[src/rtl/fc_mul_scheduler.sv]
// Round-robin arbiter sharing one multi-cycle Booth multiplier among NREQ requesters.
// Sequences the multiplier's enable/reset protocol and aborts a multiply that never finishes.
module fc_mul_scheduler #(
  parameter int N       = 16,
  parameter int NREQ    = 4,
  parameter int IDW     = 2,
  parameter int TIMEOUT = 64
) (
  input  logic              clk,
  input  logic              reset,
  input  logic [NREQ-1:0]   req_valid,
  input  logic [NREQ*N-1:0] req_m,
  input  logic [NREQ*N-1:0] req_r,
  output logic [NREQ-1:0]   req_ready,
  output logic [NREQ-1:0]   rsp_valid,
  output logic [15:0]       rsp_data,
  output logic [IDW-1:0]    rsp_id,
  output logic              rsp_err,
  output logic              busy,
  output logic              err_sticky,
  output logic [N-1:0]      mul_m,
  output logic [N-1:0]      mul_r,
  output logic              mul_enable,
  output logic              mul_reset,
  input  logic              mul_finish,
  input  logic [15:0]       mul_result
);

  localparam int PW  = (NREQ > 1) ? $clog2(NREQ) : 1;
  localparam int WDW = $clog2(TIMEOUT + 1);

  localparam logic [1:0] S_IDLE = 2'd0;
  localparam logic [1:0] S_LOAD = 2'd1;
  localparam logic [1:0] S_RUN  = 2'd2;
  localparam logic [1:0] S_DONE = 2'd3;

  logic [1:0]     state;
  logic [IDW-1:0] ptr;
  logic [WDW-1:0] wdog;
  logic           grant_found;
  logic [IDW-1:0] grant_idx;
  int             slot;

  // Search starts one past the last winner and wraps, so the last winner has lowest priority.
  always_comb begin
    grant_found = 1'b0;
    grant_idx   = '0;
    slot        = 0;
    for (int k = 1; k <= NREQ; k++) begin
      slot = int'(ptr) + k;
      if (slot >= NREQ) slot = slot - NREQ;
      if (!grant_found && req_valid[PW'(slot)]) begin
        grant_found = 1'b1;
        grant_idx   = IDW'(slot);
      end
    end
  end

  always_comb begin
    req_ready = '0;
    if (reset && state == S_IDLE && grant_found) req_ready[PW'(grant_idx)] = 1'b1;
  end

  always_comb begin
    rsp_valid = '0;
    if (state == S_DONE) rsp_valid[PW'(rsp_id)] = 1'b1;
  end

  assign busy       = (state != S_IDLE);
  assign mul_enable = (state == S_LOAD) || (state == S_RUN);
  assign mul_reset  = (state == S_LOAD);

  always_ff @(posedge clk) begin
    if (!reset) begin
      state      <= S_IDLE;
      ptr        <= IDW'(NREQ - 1);
      wdog       <= '0;
      mul_m      <= '0;
      mul_r      <= '0;
      rsp_data   <= '0;
      rsp_id     <= '0;
      rsp_err    <= 1'b0;
      err_sticky <= 1'b0;
    end else begin
      case (state)
        S_IDLE: begin
          if (grant_found) begin
            mul_m  <= req_m[int'(grant_idx)*N +: N];
            mul_r  <= req_r[int'(grant_idx)*N +: N];
            rsp_id <= grant_idx;
            ptr    <= grant_idx;
            state  <= S_LOAD;
          end
        end
        // finish may still be high from the previous op here, so it is not looked at
        S_LOAD: begin
          wdog  <= '0;
          state <= S_RUN;
        end
        S_RUN: begin
          wdog <= wdog + WDW'(1);
          if (mul_finish) begin
            rsp_data <= mul_result;
            rsp_err  <= 1'b0;
            state    <= S_DONE;
          end else if (wdog == WDW'(TIMEOUT - 1)) begin
            rsp_data   <= '0;
            rsp_err    <= 1'b1;
            err_sticky <= 1'b1;
            state      <= S_DONE;
          end
        end
        default: state <= S_IDLE;
      endcase
    end
  end

endmodule

[config.mk]
export PLATFORM = sky130hd
export DESIGN_NAME = fc_mul_scheduler
export DESIGN_NICKNAME = d
export VERILOG_FILES = /design/src/rtl/fc_mul_scheduler.sv
export SDC_FILE = /design/constraint.sdc
export NUM_CORES = 1
export LEC_CHECK = 0
export BUFFER_PORTS_ARGS = -buffer_cell sky130_fd_sc_hd__buf_2
export CAP_MARGIN = 20
export CORE_MARGIN = 2
export CORE_UTILIZATION = 40
export DETAILED_ROUTE_END_ITERATION = 8
export PLACE_DENSITY = 0.87
export SLEW_MARGIN = 30
export SYNTH_ARGS = -nofsm -noshare
export SYNTH_HDL_FRONTEND = slang
export SYNTH_SLANG_ARGS = --single-unit
export TNS_END_PERCENT = 20
[constraint.sdc]
create_clock -name clk -period 2.7 [get_ports clk]
set_input_delay 0.27 -clock clk [delete_from_list [all_inputs] [get_ports clk]]
set_output_delay 0.27 -clock clk [all_outputs]
set_load 0.02 [all_outputs]
Word level (Yosys, flattened, before mapping)
Cells that the tools add are included.

word-level totals
  bits in registers = 63
  latch bits = 0
  memory bits (writable) = 0
  memory bits (read-only) = 0
  output and inout port bits = 63
  logic and storage cells = 97
  memories kept = 0

operators by class
  add/subtract/negate cells = 9
  multipliers = 0
  divide/modulo/power cells = 0
  magnitude comparators = 12
  eq/ne operators = 6
  shifts and indexed selects = 2
  multiplexer cells = 39
  bitwise gates (word level) = 1
  reductions and logical operators = 19

operators by type and width
  operator             number
  $shiftx 64x7->16     2
  $mux 16              2
  $mux 2               11
  $lt 2x4->1 const B   4
  $mux 1               16
  $pmux 7 s2           1
  $ge 3x3->1 const B   3
  $bmux 1 s2           4
  $mux 4               2
  $sub 2x1->2 const B  4
  $add 7x1->7 const B  1
  $eq 7x6->1 const B   1
  $logic_and 1x1->1    7
  $add 2x2->3 const B  2
  $lt 2x3->1 const B   2
  $pmux 2 s3           1
  $reduce_and 2->1     3
  $reduce_bool 2->1    3
  $add 2x3->4 const B  1
  $demux 1 s2          2
  $eq 2x2->1 const B   2
  $ge 2x1->1 const B   2
  $ge 4x3->1 const B   1
  $add 2x1->3 const B  1
  other kinds (8)      10

Logic depth before layout (Yosys ltp)
Gate-level depths: netlist (run 1).

  depth in word-level cells = 21
  gate-level depth with buffers = 7
  gate-level depth less buffers = 6

Least setup slack after synthesis (run 1)
No wires, ideal clock.

  kind = reg2out
  start point = reg state[0]
  end point = out req_ready[0]
  data arrival time = 1.634 ns
  slack = 0.796 ns
  stages on the path, launching flop included = 7
  buffers on the path = 1
  path through = dfxtp_1 -> inv_1 -> ha_1 -> inv_1 -> a21oi_1 -> clkbuf_1 -> and3_1

between the ends
  cells in the longest elaborated chain, start to end = 4

ends and longest elaborated chain
  what                             RTL line  text
  from (decl)                      37        logic [1:0] state;
  from (signal assigned)           75        state <= S_IDLE;
  from (signal assigned)           92        state <= S_LOAD;
  from (signal assigned)           98        state <= S_RUN;
  $logic_not 2->1                  61        if (reset && state == S_IDLE && grant_found) req_ready[PW'(grant_idx)] = 1'b1;
  $logic_and 1x1->1 (2 in series)  61
  $mux 4                           61
  to (decl)                        14        output logic [NREQ-1:0] req_ready,

No other way between the ends.

Worst setup path in the final report (run 1)
  start point = reg ptr[1]
  end point = out req_ready[1]

between the ends
  cells in the longest elaborated chain, start to end = 21
  elaborated cells between the ends (all ways) = 49
  classes of those cells = add/sub: 8; order compare: 6; mux: 27; reduce/logical: 8

ends and longest elaborated chain
  what                                                            RTL line  text
  from (decl)                                                     38        logic [IDW-1:0] ptr;
  from (signal assigned)                                          76        ptr <= IDW'(NREQ - 1);
  from (signal assigned)                                          91        ptr <= grant_idx;
  $add 2x1->3                                                     50        slot = int'(ptr) + k;
  $ge 3x3->1 or $sub 2x1->2 (tied branches)                       51        if (slot >= NREQ) slot = slot - NREQ;
  $mux 2                                                          51
  $bmux 1 s2                                                      52        if (!grant_found && req_valid[PW'(slot)]) begin
  $mux 1 (not written as such) (2 in series)                      52
  $mux 1                                                          52
  $logic_not 1->1                                                 52
  $logic_and 1x1->1                                               52
  [4 not listed]                                                  --
  $logic_not 1->1                                                 52
  $logic_and 1x1->1                                               52
  $mux 2                                                          52
  $lt 2x3->1 (not written as such) or $ge 2x1->1 (tied branches)  61
  $logic_and 1x1->1 (not written as such)                         61
  $mux 1 (not written as such)                                    61
  $demux 1 s2                                                     61
  $mux 4 *                                                        61

Every way passes the cells marked *; elsewhere a longest branch is shown, timed or not. The select of a mux whose other input is x is not followed.

==> results of run 1 <==
[per-stage QoR]
stage	std cells	worst slack (ns)	utilization [%]	hold slack, ns
after floorplan	348	0.796	-	0.422
after CTS	652	0.410	59.7	0.169
after detailed placement	636	0.583	56.9	0.487
after global placement	636	0.565	56.9	0.466
final	652	0.397	59.7	0.185
after global routing	652	0.266	59.7	0.178
[area by class of cell]
type,instances,area (um^2)
clock buffers,10,138
clock inverters,6,60.1
fillers,672,2920
inverters,8,30.0
multi-input cells,247,1580
flip-flops and latches,63,1260
well taps,99,124
repair buffers,219,1140
[state kept, by name, indices dropped and copies added, names as in the netlist]
name / cells
rsp_err: 1
ptr: 2
err_sticky: 1
state: 2
mul_m: 16
rsp_id: 2
rsp_data: 16
mul_r: 16
wdog: 7
[worst min-delay path by stage]
stage                            end  slack, ns  cells past startpoint
after floorplan            mul_r[11]       0.42                      2
after global placement       wdog[6]       0.47                      2
after detailed placement  err_sticky       0.49                      2
after CTS                   mul_m[0]       0.17                      3
after global routing       mul_r[14]       0.18                      3
final                      mul_r[14]       0.19                      3
[kinds of logic after synthesis]
group,count (synthesis),synth area share (%)
DFF,63,42.1
buffers and inverters,38,5.68
AOI/OAI and AO/OA,139,32.6
xor gates and xnor gates,4,1.17
and+or+nand+nor,97,15.7
muxes,2,0.668
adders and majority gates,5,2.09
[synthesized netlist by cell type (2+ instances only)]
library cell,number
nand4_1,2
clkbuf_1,23
a222oi_1,32
inv_1,7
dfxtp_1,63
nand2b_1,3
buf_2,4
o21ai_1,4
and3_1,5
nand3_1,3
buf_6,3
mux2i_1,2
nor2b_1,17
or3_1,2
and2_1,2
nor2_1,15
a21oi_1,6
nand2_1,42
xor2_1,3
a31oi_1,33
o21ai_0,39
a22oi_1,17
nor3b_1,2
ha_1,5
[power breakdown]
part	leakage (uW)	internal (uW)	switching, uW
Combinational	0.00141	705	1210
Sequential	0.000518	1210	170
Clock	0.0000981	446	361
[worst register-to-register path, cell delays in order, from the launching register on]
cell and delay (ns):
dfxtp_1 0.53, nor2_1 0.12, a211o_1 0.29, o211a_2 0.23, buf_12 0.20, a222oi_1 0.44
a31oi_1 0.13
[per-layer routing]
| metal | global-route usage, % | share of wire [%] | wire length (um) |
|---|---|---|---|
| met1 | 27.3 | 39 | 3860 |
| met3 | 5.93 | 9.0 | 901 |
| met2 | 41.7 | 50 | 5030 |
| met5 | 0 | 0 | 0 |
| met4 | 8.72 | 1.8 | 179 |
==> results_dict.tcl, run 1 <==
set metrics [dict create \
    clk_path_buf_depth 2 \
    overflow 0 \
    crit_family "flip-flops" \
    arrival_ns 2.03 \
    worstPathRequired_ns 2.43 \
    synth-async-reset-ratio_pct 0 \
    drtIter0Drc 353 \
    start_util_pct 41.3 \
    rows 31 \
    hp-class "primary input to flip-flop" \
    ios 214 \
    max-cap-violations 0 \
    cp_cell_sequence "nor2_1, a211o_1, o211a_2, buf_12, and3_1, buf_2" \
    irDropWorstVdd_mv 0.443 \
    fmax_mhz 434 \
    worstReg2RegStart "ptr[1]" \
    htreeDepth 3 \
    clkSinkCount 63 \
    worst-slew-pin-transition_ns 0.765 \
    finalInstanceArea_um2 4330 \
    track_usage_pct 23.6 \
    synth.distinct_cells 38 \
    dr.pass1.iters 9 \
    nNetsFinal 704 \
    slowest_stage "dfxtp_1" \
    setup_viol 0 \
    setup.worst_path.class "flip-flop to output port" \
    cts-root-buf "clkbuf_8" \
    drv_slew 0 \
    wl_per_cell_um 15.3 \
    die_y_um 90.6 \
    drive_gt1_share_pct 44.1 \
    r2r_slack_ns 0.65 \
    holdCritStartpoint "req_r[62]" \
    layout_common_cells "buf_2 (213), dfxtp_1 (63), nand2_1 (42)" \
    ant_nets 0 \
    fin_skew_ns 0.00781 \
    power_density_nw_per_um2 948 \
    critPathMaxFanout 22 \
    numCtsBuffers 9 \
    netlist_top_cells_area "dfxtp_1 (42%), a222oi_1 (11%), a31oi_1 (6.9%)" \
    p_leak_uw 0.00203 \
    hold_viol 0 \
    tritoncts "built" \
    syn_area_um2 3000 \
    crit_start "ptr[1]" \
    synth_edf_count 0 \
    avgViaCountPerCell 5.55 \
    ys.flop_type "dfxtp_1" \
    grt_pass1_wl_mm 15.8 \
    placed_area_um2 4130 \
    crit_path_end "req_ready[1]" \
    r2r-end "mul_r[14]" \
    status "finished clean" \
    syn_inst 348 \
    clk_latency_ns 0.33 \
    die_w_um 90.6 \
    synthToLayoutAreaGrowth_pct 44.6 \
    max_slew_margin_pct 49.0 \
    fin_setup_tns_ns 0 \
    wl_mm 9.97 \
    syn_nets 504 \
    cts_resized 0 \
    diodes 0 \
    antenna_found_initial 0 \
    cp-end-kind "output port" \
    finalPower_uw 4110 \
    numPortBuffers 213 \
    start_kind "flip-flop" \
    hpwl_mm 7.46 \
    coreArea_um2 7250 \
    min_period_over_period_pct 85.3 \
    synth_area_leader_cell "dfxtp_1" \
    ys_ff_latch 63 \
    drc 0 \
    yosysWarnings 0 \
    synth.avg_cell_area_um2 8.61 \
    final.min_clock_period_ns 2.30 \
    post_cts_buffers 0 \
    rsz0062_at_grt "false" \
    synth_top_area_share_pct 42.1 \
    path_depth 6 \
    vias 3619 \
    crit_buf_inv 2 \
    holdBufCountCts 0 \
    cts.clk_slew.worst_paths_ns 0.07 \
    die-area_um2 8200 \
    ys_seq_area_share_pct 42.1 \
    r2r_cells 6 \
    gp_congestion 0.850 \
    layout_commonest_cell "buf_2" \
    critical-path-max-stage-delay_ns 0.53 \
    grt_pass1_vias 3320 \
    grt_max_degree 54 \
]
No activity file was read; power rests on OpenSTA's default activity.
==> run 2, diff against run 1 <==
BUFFER_PORTS_ARGS = -buffer_cell sky130_fd_sc_hd__buf_4   (was -buffer_cell sky130_fd_sc_hd__buf_2)
SETUP_SLACK_MARGIN = 0.5   (was not set)
==> run 2 against run 1 <==
Effect of this change: critical endpoint unchanged; sequential share of layout area fell by 3.5 points; combinational power grew 14%; die area is the same; cell area grew 14%; utilization rose by 8.3 points; routed wire length rose by 4.0%.
==> results_dict.tcl, run 2 (synthesis results as in run 1) <==
set metrics [dict create \
    layout_commonest_cell "buf_4" \
    gp_congestion 0.814 \
    hold_depth 3 \
    drv_slew 0 \
    cts-root-buf "clkbuf_8" \
    critPathMaxFanout 19 \
    drive_gt1_share_pct 45.1 \
    final.min_clock_period_ns 2.17 \
    start_util_pct 41.3 \
    tritoncts "built" \
    die_y_um 90.6 \
    p_leak_uw 0.00220 \
    power_switching_share_pct 40.0 \
    die-area_um2 8200 \
    r2r-end "mul_r[14]" \
    regArea_um2 1260 \
    grtUsageMet2_pct 40.9 \
    r2r_cells 6 \
    clkSinkCount 63 \
    internal_power_uw 2700 \
    hpwl_mm 7.73 \
    grt_use_met1_pct 28.3 \
    ant_nets 0 \
    use_met3_pct 5.93 \
    worstReg2RegStart "ptr[1]" \
    clock_power_share_pct 20.1 \
    fill_cells 582 \
    avgViaCountPerCell 5.54 \
    setup_viol 0 \
    r2r_slack_ns 0.76 \
    power_switching_uw 1800 \
    track_usage_pct 24.0 \
    layout_common_cells "buf_4 (224), dfxtp_1 (61), nand2_1 (42)" \
    p_comb_share_pct 48.8 \
    hold_viol 0 \
    largestRegisters "mul_m (16), mul_r (16), rsp_data (16)" \
    rows 31 \
    irDropWorstVdd_mv 0.460 \
    power_density_nw_per_um2 913 \
    cts.clk_slew.worst_paths_ns 0.08 \
    worst-slew-pin-transition_ns 0.655 \
    clk_latency_ns 0.34 \
    setup.worst_path.class "flip-flop to output port" \
    numPortBuffers 213 \
    fmax_mhz 461 \
    hp-class "primary input to flip-flop" \
    min_period_over_period_pct 80.4 \
    wl_mm 10.4 \
    grt.busiest_layer "met2" \
    coreArea_um2 7250 \
    die_w_um 90.6 \
    wl_per_cell_um 15.8 \
    finalPower_uw 4500 \
    overflow 0 \
    grt_pass1_wl_mm 15.9 \
    status "finished clean" \
    diodes 0 \
    dr.pass1.iters 7 \
    htreeDepth 3 \
    multiInputGateArea_um2 1590 \
    cp-end-kind "output port" \
    grt_pass1_vias 3300 \
    fin_setup_tns_ns 0 \
    max_slew_margin_pct 56.3 \
    clk_path_buf_depth 2 \
    nNetsFinal 710 \
    ios 214 \
    grt_max_degree 62 \
    max-cap-violations 0 \
    worstPathRequired_ns 2.43 \
    vias 3648 \
    start_kind "flip-flop" \
    arrival_ns 1.90 \
    hold_end "rsp_data[8]" \
    rsz0062_at_grt "true" \
    holdCritStartpoint "mul_result[8]" \
    seqPwrFrac_pct 31.2 \
    holdBufCountCts 0 \
    numCtsBuffers 9 \
    drtIter0Drc 263 \
    antenna_found_initial 0 \
    synthToLayoutAreaGrowth_pct 64.6 \
    fin_skew_ns 0.00994 \
    drc 0 \
]
[run 2: changes by cell type in the layout (fill, tap and decap cells not counted), sizes merged]
cell	before	now
clkbuf	10	9
bufinv	1	2
buf	219	225
[run 2: timing repair]
action                     CTS  global route
resized for setup            3             1
setup endpoints to repair    2             4
pin swaps                    0             0
setup buffers                0             5
[run 2: metrics by stage]
stage | hold WS (ns) | setup slack (ns) | util, % | instance area (um^2) | instances
floorplan | 0.422 | 0.796 | - | 3000 | 348
CTS | 0.180 | 0.519 | 67.4 | 4890 | 653
global route | 0.195 | 0.457 | 68.0 | 4930 | 658
detailed placement | 0.495 | 0.591 | 64.2 | 4660 | 637
global placement | 0.463 | 0.610 | 64.2 | 4660 | 637
finish | 0.190 | 0.530 | 68.0 | 4930 | 658
[run 2: final cells by class]
type,instances,area share (%)
clock buffer,9,2.51
clock inverter,7,1.98
inverter,8,0.609
multi-input combinational,247,32.3
sequential,63,25.6
tap,99,2.51
timing repair buffer,225,34.5
[run 2: worst max path at each step]
| stage | start | endpoint | slack, ns | cells after the start |
|---|---|---|---|---|
| CTS | ptr[1] | req_ready[2] | 0.52 | 4 |
| floorplan | state[0] | req_ready[0] | 0.80 | 6 |
| detailed placement | req_valid[3] | req_ready[1] | 0.59 | 7 |
| global route | ptr[1] | req_ready[1] | 0.46 | 6 |
| global placement | req_valid[3] | req_ready[1] | 0.61 | 7 |
| finish | ptr[1] | req_ready[1] | 0.53 | 6 |
[run 2: critical path, stage by stage (launching register included)]
cell and delay, ns:
dfxtp_2 0.44, nor2_1 0.10, a211o_1 0.29, o211a_4 0.21, buf_12 0.18, and3_1 0.18, buf_4 0.15
[run 2: power by group through the flow]
stage | logic, uW | clock network [uW] | registers (uW)
after floorplan | 977 | 0 | 1670
after global placement | 2080 | 0 | 1400
after detailed placement | 2120 | 0 | 1410
after CTS | 2130 | 924 | 1400
after global routing | 2370 | 964 | 1440
final | 2190 | 903 | 1400
[run 2: routing by layer]
layer  share of wire [%]  vias to the layer above  wire length (um)
met3                 8.3                       23               864
met4                 2.8                        0               288
met2                  50                      184              5180
met1                  39                     1696              4040
li1                    -                     1745                 -
met5                   0                        -                 0
==> run 3, diff against run 2 <==
ABC_AREA = 1   (was not set)
PLACE_DENSITY = 0.83   (was 0.87)
clock period = 1.87 ns   (was 2.7 ns; I/O delays follow)
==> run 3 against run 2 <==
Effect of this change: the run now ends with setup timing left; largest power group unchanged; largest cell class is now multi-input gates; global-route usage rose by 2.3 points; flip-flop and latch count is the same; hold slack worse by 0.099 ns; power grew to 3.1 times the previous value; combinational power increased to 5.0 times the previous value; clock skew is 0.0032 ns lower; first-iteration DRC count rose by 33%; cell count up 58%; highest routed layer unchanged; non-clock buffer count rose by 48.
==> results_dict.tcl, run 3 <==
set metrics [dict create \
    grt_pass1_wl_mm 23.4 \
    yosysWarnings 0 \
    antenna_found_initial 0 \
    diodes 0 \
    holdCritStartpoint "mul_result[15]" \
    fin_setup_tns_ns -6.98 \
    synth_area_leader_cell "dfxtp_1" \
    hpwl_mm 10.5 \
    ys.flop_type "dfxtp_1" \
    ys_ff_latch 63 \
    yosysMostFrequentCell "nand2_1" \
    dr.pass1.iters 6 \
    nNetsFinal 1059 \
    synth.avg_cell_area_um2 6.07 \
    netlist_top_cells_area "dfxtp_1 (31%), nand2_1 (22%), nand3_1 (13%)" \
    r2r_slack_ns -0.23 \
    setup.worst_path.class "flip-flop to output port" \
    layout_commonest_cell "buf_4" \
    worstPathRequired_ns 1.68 \
    gp_congestion 0.884 \
    r2r-end "mul_r[9]" \
    ios 214 \
    synth_top_family_by_area "simple AND/OR/NAND/NOR gates" \
    synthToLayoutAreaGrowth_pct 68.0 \
    avgViaCountPerCell 5.09 \
    hold_viol 0 \
    grt_pass1_vias 4905 \
    die-area_um2 10900 \
    layout_common_cells "buf_4 (245), nand2_1 (201), nand3_1 (96)" \
    worstReg2RegStart "ptr[0]" \
    overflow 0 \
    syn_inst 662 \
    hp-class "primary input to flip-flop" \
    ys_seq_area_share_pct 31.4 \
    track_usage_pct 26.3 \
    critical-path-max-stage-delay_ns 0.39 \
    synth_edf_count 0 \
    synth_top_area_share_pct 31.4 \
    finalPower_uw 14200 \
    holdBufCountCts 0 \
    cp_cell_sequence "buf_6, nand2_1, nand3_2, a21oi_1, o21ai_2, nand2_4, inv_8, buf_12, nor3_4, buf_6" \
    synthMuxAreaShare_pct 0 \
    largestRegisters "mul_m (16), mul_r (16), rsp_data (16)" \
    drc 0 \
    rsz0062_at_grt "true" \
    clk_path_buf_depth 2 \
    coreArea_um2 9770 \
    ant_nets 0 \
    drv_slew 0 \
    synth-simple-area-share_pct 49.8 \
    fmax_mhz 444 \
    placed_area_um2 5990 \
    finalInstanceArea_um2 6750 \
    clkSinkCount 63 \
    hold_end "rsp_data[15]" \
    syn_nets 818 \
    setup_slack_ns -0.382 \
    cts-root-buf "clkbuf_8" \
    max-cap-violations 0 \
    die_y_um 104 \
    rows 36 \
    tritoncts "built" \
    p_leak_uw 0.00349 \
    yosys-top-cells-count "nand2_1 (231), nand3_1 (108), nor2_1 (64)" \
    numPortBuffers 213 \
    fin_skew_ns 0.00673 \
    hold_depth 3 \
    critPathMaxFanout 5 \
    wl_mm 15.1 \
    arrival_ns 2.06 \
    r2r_cells 14 \
    start_kind "flip-flop" \
    holdWs_ns 0.0907 \
    final.min_clock_period_ns 2.25 \
    cts.clk_slew.worst_paths_ns 0.08 \
    worst-slew-pin-transition_ns 0.380 \
    grt_max_degree 39 \
    synthAdderAreaFrac_pct 1.56 \
    cp-end-kind "output port" \
    path_common_cell "buf_6" \
    synth-async-reset-ratio_pct 0 \
    slowest_stage "dfxtp_4" \
    synth_compound_area_share_pct 6.57 \
    wl_per_cell_um 14.5 \
    status "complete, but fails checks" \
    numCtsBuffers 9 \
    drtIter0Drc 351 \
    setup_viol 39 \
    syn_area_um2 4020 \
    vias 5298 \
    htreeDepth 3 \
    power_density_nw_per_um2 2100 \
    min_period_over_period_pct 120 \
    synth.distinct_cells 29 \
    start_util_pct 41.1 \
    die_w_um 104 \
    failed_checks "setup timing" \
    synth_xor_area_share_pct 0 \
    irDropWorstVdd_mv 1.32 \
    clk_latency_ns 0.34 \
    drive_gt1_share_pct 42.2 \
    max_slew_margin_pct 74.7 \
]
## run 3: per-stage QoR
stage | instances | setup slack [ns] | utilization (%)
CTS | 1032 | -0.290 | 66.8
global placement | 1001 | 0.00555 | 61.3
finish | 1041 | -0.382 | 69.1
global route | 1041 | -0.499 | 69.1
detailed placement | 1001 | -0.0855 | 61.3
floorplan | 662 | 0.0348 | -
## run 3: final cells by class
cell class / count / area, um^2
multi-input combinational: 510 / 2670
fill: 858 / 3020
tap: 133 / 166
sequential: 63 / 1280
inverter: 46 / 206
clock buffer: 9 / 124
clock inverter: 7 / 56.3
timing repair buffer: 273 / 2250
## run 3: repair_timing
item	CTS	global route
cloned	1	0
endpoints found under the setup margin	73	73
pin swaps	24	25
setup buffers	14	9
gates resized for setup	68	40
## run 3: how the worst max path moves through the flow
stage | start | to | cells past startpoint
floorplan | ptr[0] | req_ready[2] | 13
global placement | ptr[0] | req_ready[0] | 12
detailed placement | ptr[0] | mul_r[12] | 16
CTS | ptr[0] | req_ready[0] | 13
global route | ptr[0] | req_ready[0] | 10
finish | ptr[0] | req_ready[0] | 10
## run 3: where the power goes
part	total, uW	internal [uW]	switching, uW
combinational	11000	4890	6110
sequential	2070	1760	308
clock	1100	494	606
## run 3: routing by layer
metal  vias to the layer above  wire length (um)  GRT usage (%)
met5                         -                 0              0
met4                         0               382           10.0
met3                        36              1310           6.58
met2                       258              7530           47.3
met1                      2376              5900           29.9
li1                       2628                 -              -
## run 3: kinds of logic (layout without fill, tap and decap cells)
group / Yosys count / in the layout
and+or+nand+nor: 454 / 454
buffers and inverters: 89 / 335
DFF: 63 / 63
AOI/OAI and AO/OA: 51 / 51
adders and majority gates: 5 / 5
## run 3: critical path, delay by kind of cell, from the launching register on
| kind | cells | cell delay, ns |
|---|---|---|
| compound gates | 2 | 0.35 |
| flops | 1 | 0.39 |
| simple gates | 4 | 0.53 |
| buf+inv | 4 | 0.44 |
